[src/rtl/chip8_mem_arbiter_pkg.sv]
// chip8_mem_pkg: shared constants for the chip8
// RAM arbiter and its requesters.
package chip8_mem_pkg;

  localparam int REQ_CPU = 0;
  localparam int REQ_PPU = 1;
  localparam int REQ_VID = 2;
  localparam int NUM_REQ = 3;

  localparam int DEF_ADDR_W = 12;
  localparam int DEF_DATA_W = 8;

  localparam logic [11:0] FB_BASE = 12'hF00;

endpackage

[src/rtl/chip8_mem_arbiter_if.sv]
// chip8_mem_arbiter_if: requester and RAM signals
// around the chip8 RAM arbiter.
interface chip8_mem_arbiter_if #(
  parameter int ADDR_W = chip8_mem_pkg::DEF_ADDR_W,
  parameter int DATA_W = chip8_mem_pkg::DEF_DATA_W
);

  logic              cpu_req;
  logic              cpu_we;
  logic [ADDR_W-1:0] cpu_addr;
  logic [DATA_W-1:0] cpu_wdata;
  logic              cpu_gnt;
  logic              cpu_rvalid;

  logic              ppu_req;
  logic              ppu_we;
  logic [ADDR_W-1:0] ppu_addr;
  logic [DATA_W-1:0] ppu_wdata;
  logic              ppu_gnt;
  logic              ppu_rvalid;

  logic              vid_req;
  logic [ADDR_W-1:0] vid_addr;
  logic              vid_gnt;
  logic              vid_rvalid;

  logic [DATA_W-1:0] rdata;

  logic [ADDR_W-1:0] mem_read_address;
  logic [ADDR_W-1:0] mem_write_address;
  logic [DATA_W-1:0] mem_d;
  logic              mem_we;
  logic [DATA_W-1:0] mem_q;

  modport master (
    output cpu_req, cpu_we, cpu_addr, cpu_wdata,
    output ppu_req, ppu_we, ppu_addr, ppu_wdata,
    output vid_req, vid_addr,
    output mem_q,
    input  cpu_gnt, cpu_rvalid,
    input  ppu_gnt, ppu_rvalid,
    input  vid_gnt, vid_rvalid,
    input  rdata,
    input  mem_read_address, mem_write_address,
    input  mem_d, mem_we
  );

  modport slave (
    input  cpu_req, cpu_we, cpu_addr, cpu_wdata,
    input  ppu_req, ppu_we, ppu_addr, ppu_wdata,
    input  vid_req, vid_addr,
    input  mem_q,
    output cpu_gnt, cpu_rvalid,
    output ppu_gnt, ppu_rvalid,
    output vid_gnt, vid_rvalid,
    output rdata,
    output mem_read_address, mem_write_address,
    output mem_d, mem_we
  );

endinterface

[src/rtl/chip8_mem_arbiter_rr_pick2.sv]
// chip8_rr_pick2: CPU/ppu round-robin picker with
// per-requester starvation counters.
module chip8_rr_pick2
  import chip8_mem_pkg::*;
#(
  parameter int MAX_WAIT = 8
) (
  input  logic       clk,
  input  logic       rst_n,
  input  logic [1:0] req,
  input  logic       block,
  output logic [1:0] gnt,
  output logic       forced
);

  localparam int W = $clog2(MAX_WAIT + 1);
  localparam logic [W-1:0] SAT = W'(MAX_WAIT);

  logic [W-1:0] wait_q [2];
  logic         rr_last;
  logic [1:0]   sat;
  logic [1:0]   pick;

  assign sat[REQ_CPU] = req[REQ_CPU]
                     && (wait_q[REQ_CPU] == SAT);
  assign sat[REQ_PPU] = req[REQ_PPU]
                     && (wait_q[REQ_PPU] == SAT);
  assign forced = |sat;
  assign gnt    = pick & {2{rst_n}};

  // rr_last = 1 means the ppu won the previous tie
  always_comb begin
    pick = '0;
    priority case (1'b1)
      sat[REQ_CPU]: pick = 2'b01;
      sat[REQ_PPU]: pick = 2'b10;
      block:        pick = 2'b00;
      &req:         pick = rr_last ? 2'b01 : 2'b10;
      req[REQ_CPU]: pick = 2'b01;
      req[REQ_PPU]: pick = 2'b10;
      default:      pick = 2'b00;
    endcase
  end

  always_ff @(posedge clk or negedge rst_n) begin
    if (!rst_n) begin
      rr_last   <= 1'b1;
      wait_q[0] <= '0;
      wait_q[1] <= '0;
    end else begin
      if (gnt[REQ_CPU]) begin
        rr_last <= 1'b0;
      end else if (gnt[REQ_PPU]) begin
        rr_last <= 1'b1;
      end
      for (int i = 0; i < 2; i++) begin
        if (req[i] && !gnt[i]) begin
          wait_q[i] <= (wait_q[i] == SAT)
                     ? SAT : wait_q[i] + 1'b1;
        end else begin
          wait_q[i] <= '0;
        end
      end
    end
  end

endmodule

[src/rtl/chip8_mem_arbiter.sv]
// chip8_mem_arbiter: shares chip8_ram between CPU,
// ppu sprite engine and video scanout.
module chip8_mem_arbiter
  import chip8_mem_pkg::*;
#(
  parameter int ADDR_W      = DEF_ADDR_W,
  parameter int DATA_W      = DEF_DATA_W,
  parameter int VIDEO_BURST = 4,
  parameter int MAX_WAIT    = 8
) (
  input logic                clk,
  input logic                reset,
  chip8_mem_arbiter_if.slave bus
);

  localparam int RUN_W = $clog2(VIDEO_BURST + 1);
  localparam logic [RUN_W-1:0] RUN_MAX =
    RUN_W'(VIDEO_BURST);

  logic [RUN_W-1:0]   vid_run;
  logic               vid_ok;
  logic               forced;
  logic [1:0]         rr_gnt;
  logic [NUM_REQ-1:0] gnt;
  logic [NUM_REQ-1:0] rvalid_q;
  logic [ADDR_W-1:0]  sel_addr;
  logic [DATA_W-1:0]  sel_wdata;
  logic               sel_we;
  logic               rd_go;
  logic               wr_go;
  logic [ADDR_W-1:0]  rd_addr_q;
  logic [ADDR_W-1:0]  wr_addr_q;
  logic [DATA_W-1:0]  wd_q;

  // video yields once its burst is spent and
  // someone else is waiting
  assign vid_ok = bus.vid_req
    && !((vid_run == RUN_MAX)
         && (bus.cpu_req || bus.ppu_req));

  chip8_rr_pick2 #(
    .MAX_WAIT (MAX_WAIT)
  ) u_pick (
    .clk    (clk),
    .rst_n  (reset),
    .req    ({bus.ppu_req, bus.cpu_req}),
    .block  (vid_ok),
    .gnt    (rr_gnt),
    .forced (forced)
  );

  assign gnt[REQ_CPU] = rr_gnt[REQ_CPU];
  assign gnt[REQ_PPU] = rr_gnt[REQ_PPU];
  assign gnt[REQ_VID] = reset && vid_ok && !forced;

  always_comb begin
    sel_addr  = '0;
    sel_wdata = '0;
    sel_we    = 1'b0;
    unique case (1'b1)
      gnt[REQ_CPU]: begin
        sel_addr  = bus.cpu_addr;
        sel_wdata = bus.cpu_wdata;
        sel_we    = bus.cpu_we;
      end
      gnt[REQ_PPU]: begin
        sel_addr  = bus.ppu_addr;
        sel_wdata = bus.ppu_wdata;
        sel_we    = bus.ppu_we;
      end
      gnt[REQ_VID]: begin
        sel_addr  = bus.vid_addr;
      end
      default: ;
    endcase
  end

  assign rd_go = (|gnt) && !sel_we;
  assign wr_go = sel_we;

  // RAM ports hold their last address when idle
  assign bus.mem_we = wr_go;
  assign bus.mem_read_address =
    rd_go ? sel_addr : rd_addr_q;
  assign bus.mem_write_address =
    wr_go ? sel_addr : wr_addr_q;
  assign bus.mem_d = wr_go ? sel_wdata : wd_q;

  assign bus.cpu_gnt    = gnt[REQ_CPU];
  assign bus.ppu_gnt    = gnt[REQ_PPU];
  assign bus.vid_gnt    = gnt[REQ_VID];
  assign bus.cpu_rvalid = rvalid_q[REQ_CPU];
  assign bus.ppu_rvalid = rvalid_q[REQ_PPU];
  assign bus.vid_rvalid = rvalid_q[REQ_VID];
  assign bus.rdata      = bus.mem_q;

  always_ff @(posedge clk or negedge reset) begin
    if (!reset) begin
      vid_run   <= '0;
      rvalid_q  <= '0;
      rd_addr_q <= '0;
      wr_addr_q <= '0;
      wd_q      <= '0;
    end else begin
      rvalid_q <= rd_go ? gnt : '0;
      if (rd_go) begin
        rd_addr_q <= sel_addr;
      end
      if (wr_go) begin
        wr_addr_q <= sel_addr;
        wd_q      <= sel_wdata;
      end
      if (gnt[REQ_VID]) begin
        vid_run <= (vid_run == RUN_MAX)
                 ? RUN_MAX : vid_run + 1'b1;
      end else begin
        vid_run <= '0;
      end
    end
  end

endmodule

[src/flat_wrapper.sv]
// flat-port wrapper written by rule: the top's interface ports become plain ports
module chip8_mem_arbiter_flat import chip8_mem_pkg::*;
#(
  parameter int ADDR_W      = DEF_ADDR_W,
  parameter int DATA_W      = DEF_DATA_W,
  parameter int VIDEO_BURST = 4,
  parameter int MAX_WAIT    = 8
)
  (clk, reset, bus_cpu_req, bus_cpu_we, bus_cpu_addr, bus_cpu_wdata, bus_ppu_req, bus_ppu_we, bus_ppu_addr, bus_ppu_wdata, bus_vid_req, bus_vid_addr, bus_mem_q, bus_cpu_gnt, bus_cpu_rvalid, bus_ppu_gnt, bus_ppu_rvalid, bus_vid_gnt, bus_vid_rvalid, bus_rdata, bus_mem_read_address, bus_mem_write_address, bus_mem_d, bus_mem_we);
  chip8_mem_arbiter_if #(.ADDR_W(ADDR_W), .DATA_W(DATA_W)) bus_i ();
  input logic clk;
  input logic reset;
  input wire logic [$bits(bus_i.cpu_req)-1:0] bus_cpu_req;
  input wire logic [$bits(bus_i.cpu_we)-1:0] bus_cpu_we;
  input wire logic [$bits(bus_i.cpu_addr)-1:0] bus_cpu_addr;
  input wire logic [$bits(bus_i.cpu_wdata)-1:0] bus_cpu_wdata;
  input wire logic [$bits(bus_i.ppu_req)-1:0] bus_ppu_req;
  input wire logic [$bits(bus_i.ppu_we)-1:0] bus_ppu_we;
  input wire logic [$bits(bus_i.ppu_addr)-1:0] bus_ppu_addr;
  input wire logic [$bits(bus_i.ppu_wdata)-1:0] bus_ppu_wdata;
  input wire logic [$bits(bus_i.vid_req)-1:0] bus_vid_req;
  input wire logic [$bits(bus_i.vid_addr)-1:0] bus_vid_addr;
  input wire logic [$bits(bus_i.mem_q)-1:0] bus_mem_q;
  output wire logic [$bits(bus_i.cpu_gnt)-1:0] bus_cpu_gnt;
  output wire logic [$bits(bus_i.cpu_rvalid)-1:0] bus_cpu_rvalid;
  output wire logic [$bits(bus_i.ppu_gnt)-1:0] bus_ppu_gnt;
  output wire logic [$bits(bus_i.ppu_rvalid)-1:0] bus_ppu_rvalid;
  output wire logic [$bits(bus_i.vid_gnt)-1:0] bus_vid_gnt;
  output wire logic [$bits(bus_i.vid_rvalid)-1:0] bus_vid_rvalid;
  output wire logic [$bits(bus_i.rdata)-1:0] bus_rdata;
  output wire logic [$bits(bus_i.mem_read_address)-1:0] bus_mem_read_address;
  output wire logic [$bits(bus_i.mem_write_address)-1:0] bus_mem_write_address;
  output wire logic [$bits(bus_i.mem_d)-1:0] bus_mem_d;
  output wire logic [$bits(bus_i.mem_we)-1:0] bus_mem_we;
  assign bus_i.cpu_req = bus_cpu_req;
  assign bus_i.cpu_we = bus_cpu_we;
  assign bus_i.cpu_addr = bus_cpu_addr;
  assign bus_i.cpu_wdata = bus_cpu_wdata;
  assign bus_i.ppu_req = bus_ppu_req;
  assign bus_i.ppu_we = bus_ppu_we;
  assign bus_i.ppu_addr = bus_ppu_addr;
  assign bus_i.ppu_wdata = bus_ppu_wdata;
  assign bus_i.vid_req = bus_vid_req;
  assign bus_i.vid_addr = bus_vid_addr;
  assign bus_i.mem_q = bus_mem_q;
  assign bus_cpu_gnt = bus_i.cpu_gnt;
  assign bus_cpu_rvalid = bus_i.cpu_rvalid;
  assign bus_ppu_gnt = bus_i.ppu_gnt;
  assign bus_ppu_rvalid = bus_i.ppu_rvalid;
  assign bus_vid_gnt = bus_i.vid_gnt;
  assign bus_vid_rvalid = bus_i.vid_rvalid;
  assign bus_rdata = bus_i.rdata;
  assign bus_mem_read_address = bus_i.mem_read_address;
  assign bus_mem_write_address = bus_i.mem_write_address;
  assign bus_mem_d = bus_i.mem_d;
  assign bus_mem_we = bus_i.mem_we;
  chip8_mem_arbiter #(.ADDR_W(ADDR_W), .DATA_W(DATA_W), .VIDEO_BURST(VIDEO_BURST), .MAX_WAIT(MAX_WAIT)) u_core (.clk(clk), .reset(reset), .bus(bus_i));
endmodule
[config.mk]
export PLATFORM = sky130hd
export DESIGN_NAME = chip8_mem_arbiter_flat
export DESIGN_NICKNAME = d
export VERILOG_FILES = /design/src/rtl/chip8_mem_arbiter_pkg.sv /design/src/rtl/chip8_mem_arbiter_if.sv /design/src/rtl/chip8_mem_arbiter_rr_pick2.sv /design/src/rtl/chip8_mem_arbiter.sv /design/src/flat_wrapper.sv
export SDC_FILE = /design/constraint.sdc
export NUM_CORES = 1
export LEC_CHECK = 0
export ABC_AREA = 1
export CORE_UTILIZATION = 42
export CTS_CLUSTER_DIAMETER = 30
export DETAILED_ROUTE_END_ITERATION = 16
export PLACE_DENSITY = 0.81
export SLEW_MARGIN = 15
export SYNTH_ARGS = -nofsm -noshare
export SYNTH_HDL_FRONTEND = slang
export SYNTH_SLANG_ARGS = --single-unit
export TNS_END_PERCENT = 5
[constraint.sdc]
create_clock -name clk -period 2.3 [get_ports clk]
set_input_delay 0.345 -clock clk [delete_from_list [all_inputs] [get_ports clk]]
set_output_delay 0.345 -clock clk [all_outputs]
set_load 0.1 [all_outputs]
==> results of run 1 <==
[layer usage]
layer / GRT usage / vias up
li1: - / 1238
met1: 0.321 / 1330
met2: 0.470 / 140
met3: 0.0526 / 36
met4: 0.122 / 0
met5: 0 / -
[cell families (layout without fill, tap and decap cells)]
| kind of cell | Yosys count | count (layout) | synth area share |
|---|---|---|---|
| flops | 47 | 47 | 0.465 |
| xor+xnor | 3 | 3 | 0.0104 |
| simple gates | 210 | 210 | 0.378 |
| compound gates | 8 | 8 | 0.0168 |
| fa+ha+maj | 6 | 6 | 0.0296 |
| buf+inv | 45 | 179 | 0.100 |
[path summary, 6_finish.rpt]
kind,end,startpoint,depth (start not counted),slack (ps)
setup / recovery,bus_mem_read_address[2],u_core.u_pick.wait_q[4],16,-410
hold / removal,u_core.rd_addr_q[1],reset,2,110
setup reg to reg,u_core.rd_addr_q[2],u_core.u_pick.wait_q[4],17,70
hold reg to reg,u_core.u_pick.wait_q[0],u_core.u_pick.wait_q[0],1,480
max in group asynchronous,u_core.wd_q[6],reset,3,1380
min in group clk,u_core.rvalid_q[2],reset,4,430
[registers in the layout, indices dropped and copies added (netlist names)]
name / flops
u_core.u_pick.rr_last: 1
u_core.rvalid_q: 3
u_core.wd_q: 8
u_core.u_pick.wait_q: 8
u_core.vid_run: 3
u_core.wr_addr_q: 12
u_core.rd_addr_q: 12
[where the power goes]
part,internal [uW],switching [uW],total (uW)
Combinational,790,1350,2140
Clock,218,327,545
Sequential,950,53.6,1000
[worst reg2reg max path: cells and delay by family, from the launching register on]
kind                       cells  cell delay [ps]
and+or+nand+nor                9              850
buffers and inverters          7              720
DFF                            1              410
adders and majority gates      1              170
[through the flow]
| stage | hold slack, ps | instance area, sq um | setup TNS (ps) |
|---|---|---|---|
| 6_report | 111 | 4820 | -10670 |
| 5_1_grt | 147 | 4820 | -14160 |
| 4_1_cts | 110 | 4560 | -7490 |
| 3_5_place_dp | 339 | 4110 | -11500 |
| 3_3_place_gp | 334 | 4110 | -8750 |
| 2_1_floorplan | 49.4 | 2600 | -3260 |
[final cells by class]
class | instances | area (sq um) | share of cell area
Timing Repair Buffer | 145 | 1780 | 0.370
Multi-Input combinational cell | 227 | 1560 | 0.323
Sequential cell | 47 | 1180 | 0.244
Inverter | 26 | 119 | 0.0247
Tap cell | 72 | 90.1 | 0.0187
Clock buffer | 5 | 68.8 | 0.0143
Clock inverter | 3 | 23.8 | 0.00493
[Yosys cell counts (2+ instances only)]
| master | count | area [sq um] |
|---|---|---|
| nor2_2 | 2 | 12.5 |
| clkinv_1 | 2 | 7.51 |
| nand2_4 | 4 | 45.0 |
| buf_6 | 6 | 67.6 |
| nand3_1 | 26 | 130 |
| nor2_1 | 6 | 22.5 |
| buf_4 | 10 | 75.1 |
| inv_2 | 5 | 18.8 |
| inv_1 | 19 | 71.3 |
| xnor2_1 | 2 | 17.5 |
| nand2_2 | 15 | 93.8 |
| buf_2 | 2 | 10.0 |
| nand3_2 | 3 | 30.0 |
| nor3_1 | 6 | 30.0 |
| dfrtp_1 | 46 | 1150 |
| ha_1 | 6 | 75.1 |
| a21oi_1 | 5 | 25.0 |
| nand2_1 | 144 | 541 |
[timing repair]
action                                  CTS  global route
endpoints found under the hold margin     1             0
pin swaps                                28            37
buffers inserted                         10             5
hold buffers                              2             0
gates cloned                              1             1
endpoints found under the setup margin   35            36
resized for setup                        67            49
==> results_dict.tcl, run 1 <==
set metrics [dict create \
    grt_max_degree 38 \
    end_kind "primary output" \
    stdcell_count 525 \
    fp-row-count 27 \
    nFillCells 269 \
    initial_utilization 0.449 \
    finalCritPeriodShare 1.18 \
    drt_iter0_drc 176 \
    rsz0062_at_grt "true" \
    layout.nets 525 \
    clk_root_buffer_cell "clkbuf_8" \
    route.met3.wl_um 640 \
    worst_pin_slew_ps 460 \
    fmaxAchievable_ghz 0.369 \
    cts_tree "yes" \
    grt.total_usage 0.270 \
    drt_pass1_iterations 4 \
    cp_common_cell "nand2_2" \
    ant_nets 0 \
    critical_path.cell_chain "inv_1, ha_2, nand2_2, nor2_4, nand2_2, nand2_2, inv_2, buf_6, nand2_4, inv_6, buf_16, nand2_2, nand3_2, nand2_1, nand2_2, buf_12" \
    die-area_sq_um 6340 \
    synth_area_sq_um 2530 \
    critPathTopFamily "simple AND/OR/NAND/NOR gates" \
    total_power_uw 3690 \
    grt_first_pass_wirelength_mm 13.0 \
    path_clk_slew_ps 100 \
    hold_viol_final 0 \
    fin_crit_ps 2710 \
    syn_area_per_cell_sq_um 7.94 \
    hp-class "in -> async" \
    final_cell_mix "69 x nand2_2, 69 x nand2_1, 56 x clkdlybuf4s50_1" \
    utilization 0.854 \
    status "complete, but fails checks" \
    yosysWarnings 0 \
    slowest_stage "dfrtp_1" \
    top_layer "met4" \
    cp.required_ps 1960 \
    grt_pass1_vias 2725 \
    violations "negative setup slack" \
    syn_inst 319 \
    dr_wl_met2_mm 5.16 \
    gp_congestion 0.819 \
    areaGrowthSynthToFinish_pct 90.3 \
    cts_buffer_depth 2 \
    path_max_fanout 5 \
    max_slew_margin 0.693 \
    setup_viol 34 \
    wl_mm 9.75 \
    die_h_um 79.7 \
    synth_sequential_area_ratio 0.465 \
    cts.sinks 47 \
    io_pins 114 \
    async_reset_ff_frac 1.00 \
    wire_per_inst_um 18.6 \
    finalClockSkew_ps 12.1 \
    gr-total-overflow 0 \
    startpoint_type "flip-flop" \
    path_buf_inv 6 \
    drv_cap 0 \
    die_w_um 79.7 \
    dp.cells 498 \
    synth_edf_count 0 \
    hpwlAfterDp_mm 5.29 \
    final_max_slew_viol_count 0 \
    synth_top_flop_cell "dfrtp_1" \
    layout-drive-gt1-share 0.490 \
    vias 2744 \
    crit_arrival_ps 2360 \
    place_worst_setup_slack_ps -393 \
    clock_latency_ps 320 \
    p_leak_uw 0.00237 \
    max_stage_delay_ps 410 \
    peakVddDrop_uv 609 \
    ys_ff_latch 47 \
    port_buffers 97 \
    drc_errors 0 \
    synth_cell_types 28 \
    antenna_cells 0 \
    vias_per_cell 5.23 \
    htreeDepth 2 \
    crit_type "reg -> out" \
    design.core.area_sq_um 5640 \
    powerDensity_nw_per_um2 765 \
    wl_met1_mm 3.56 \
    fin_ws_ps -409 \
    antenna_found_initial 0 \
    synth_nets 392 \
    numCtsBuffers 5 \
]
No activity file was read; power rests on OpenSTA's default activity.
==> inputs of run 2 (changes only) <==
--- a/config.mk
+++ b/config.mk
@@ -5,11 +5,11 @@
 export SDC_FILE = /design/constraint.sdc
 export NUM_CORES = 1
 export LEC_CHECK = 0
-export ABC_AREA = 1
-export CORE_UTILIZATION = 42
+export ABC_AREA = 0
+export CORE_UTILIZATION = 40
 export CTS_CLUSTER_DIAMETER = 30
 export DETAILED_ROUTE_END_ITERATION = 16
-export PLACE_DENSITY = 0.81
+export PLACE_DENSITY = 0.8
 export SLEW_MARGIN = 15
 export SYNTH_ARGS = -nofsm -noshare
 export SYNTH_HDL_FRONTEND = slang
==> results_dict.tcl, run 2 <==
set metrics [dict create \
    status "complete, but fails checks" \
    violations "negative setup slack" \
    die-area_sq_um 6090 \
    die_w_um 78.1 \
    vias 2496 \
    p_leak_uw 0.00212 \
    path_buf_inv 4 \
    tns_ps -20350 \
    fmaxAchievable_ghz 0.330 \
    synth.most_common_cell "dfrtp_1" \
    fin_area_sq_um 4840 \
    yosysTopAreaCell "dfrtp_1" \
    synth_edf_count 0 \
    async_reset_ff_frac 1.00 \
    layout.nets 448 \
    vias_per_cell 5.56 \
    slowest_stage "dfrtp_1" \
    drv_cap 0 \
    grt.total_usage 0.285 \
    design.core.area_sq_um 5540 \
    powerDensity_nw_per_um2 949 \
    reg2reg_from "u_core.u_pick.wait_q[5]" \
    critical_path.cell_chain "inv_1, ha_2, and3b_4, a21bo_4, or2_4, buf_6, a31oi_4, clkbuf_16, mux2i_4, buf_12" \
    synth_top_flop_cell "dfrtp_1" \
    setup_viol 37 \
    ys_ff_latch 47 \
    syn_inst 215 \
    cts.sinks 47 \
    cts_buffer_depth 2 \
    max_stage_delay_ps 360 \
    gr-total-overflow 0 \
    top_regs "u_core.rd_addr_q (12), u_core.wr_addr_q (12)" \
    finalCritPeriodShare 1.32 \
    nFillCells 244 \
    total_power_uw 4590 \
    final_max_slew_viol_count 0 \
    numCtsBuffers 5 \
    grt_max_degree 48 \
    cts_tree "yes" \
    hp-class "in -> async" \
    grt_first_pass_wirelength_mm 12.9 \
    antenna_found_initial 1 \
    htreeDepth 2 \
    peakVddDrop_uv 696 \
    synth_nets 288 \
    path_max_fanout 6 \
    rsz0062_at_grt "true" \
    synth_top_area_share 0.498 \
    synth_sequential_area_ratio 0.509 \
    io_pins 114 \
    dpl_cell_area_sq_um 4290 \
    synth_common_cells "46 x dfrtp_1, 31 x nor2_1, 21 x a21oi_1, 21 x inv_1, 12 x a222oi_1" \
    critPathTopFamily "buffers and inverters" \
    gp_congestion 0.839 \
    grt_pass1_vias 2582 \
    finalClockSkew_ps 11.7 \
    hold_viol_final 0 \
    max_slew_margin 0.582 \
    syn_area_per_cell_sq_um 10.8 \
    clock_latency_ps 330 \
    critPathLaunch "u_core.u_pick.wait_q[5]" \
    fin_ws_ps -734 \
    end_kind "primary output" \
    fin_crit_ps 3030 \
    r2r_slack_ps -20 \
    wire_per_inst_um 22.9 \
    drt_iter0_drc 224 \
    synth.area.top_cells "dfrtp_1 50%, a222oi_1 5.2%, nor2_1 5.0%" \
    wl_mm 10.3 \
    port_buffers 97 \
    holdBufCountCts 0 \
    synth_cell_types 34 \
    yosysWarnings 0 \
    utilization 0.873 \
    ant_nets 0 \
    final_cell_mix "58 x buf_4, 56 x clkdlybuf4s50_1, 46 x dfrtp_1" \
    synth_area_sq_um 2310 \
    fp-row-count 27 \
    final_common_cell "buf_4" \
    startpoint_type "flip-flop" \
    drc_errors 0 \
    clk_root_buffer_cell "clkbuf_8" \
    areaGrowthSynthToFinish_pct 109 \
    worst_pin_slew_ps 627 \
    cp.required_ps 1960 \
    hpwlAfterDp_mm 5.69 \
    layout-drive-gt1-share 0.495 \
    die_h_um 78.1 \
    crit_type "reg -> out" \
    crit_arrival_ps 2690 \
    initial_utilization 0.418 \
    drt_pass1_iterations 5 \
    path_clk_slew_ps 100 \
]
run 2: cell types whose count changed after synthesis, sizes merged, moves of 3 or more:
cell / previous run / this run
o22ai: 0 / 3
a222oi: 0 / 12
nand3: 30 / 4
a22oi: 0 / 8
nor3: 7 / 3
nand2: 163 / 6
a21oi: 5 / 21
mux2i: 0 / 9
nor2: 8 / 31
run 2: per-stage QoR:
stage / hold WS (ps) / instances / worst slack [ps]
after global routing: 318 / 449 / -818
after floorplan: 49.4 / 215 / -519
final: 268 / 449 / -734
after CTS: 295 / 435 / -687
after detailed placement: 507 / 412 / -766
after global placement: 504 / 412 / -672
run 2: final cells by class:
cell class | instances | area, sq um | area share
tap | 72 | 90.1 | 0.0186
multi-input combinational | 125 | 1310 | 0.272
clock buffer | 7 | 86.3 | 0.0178
antenna | 1 | 2.50 | 0.000517
inverter | 24 | 118 | 0.0243
clock inverter | 1 | 8.76 | 0.00181
sequential | 47 | 1180 | 0.243
timing repair buffer | 172 | 2040 | 0.422
run 2: per-layer routing:
metal | track usage | up-vias | part of all wire
li1 | - | 1067 | -
met1 | 0.308 | 1246 | 0.36
met2 | 0.525 | 146 | 0.53
met3 | 0.0651 | 37 | 0.059
met4 | 0.131 | 0 | 0.054
met5 | 0 | - | 0
run 2: cell families after synthesis:
group	after synthesis	synth area share
multiplexers	10	0.0438
buffers and inverters	43	0.107
flip-flops	47	0.509
adder cells (fa/ha/maj)	6	0.0324
AND/OR/NAND/NOR	53	0.113
XOR/XNOR	2	0.00757
AO/OA/AOI/OAI	54	0.187
run 2: tightest hold or removal path: cells and delay by family:
kind                   cells  cell delay, ps
buffers and inverters      3             720
run 2: report_power, final:
group / switching, uW / internal (uW) / total [uW]
combinational: 1850 / 1100 / 2960
clock: 309 / 247 / 556
sequential: 77.7 / 996 / 1070
total: 2240 / 2350 / 4590
run 2: worst paths after layout:
kind                                                 to  depth (start not counted)
max in group asynchronous           u_core.rd_addr_q[8]                          3
min in group clk                u_core.u_pick.wait_q[0]                          2
worst min register to register  u_core.u_pick.wait_q[0]                          2
worst max register to register      u_core.rd_addr_q[1]                         10
worst min-delay path                u_core.wr_addr_q[6]                          3
worst max-delay path            bus_mem_read_address[6]                         10
run 2: timing repair:
| item | 4_1_cts | 5_1_grt |
|---|---|---|
| setup endpoints to repair | 53 | 42 |
| buffers inserted | 14 | 10 |
| gates resized for setup | 17 | 33 |
| hold endpoints to repair | 0 | 0 |
| cloned | 1 | 3 |
| pin swaps | 16 | 6 |
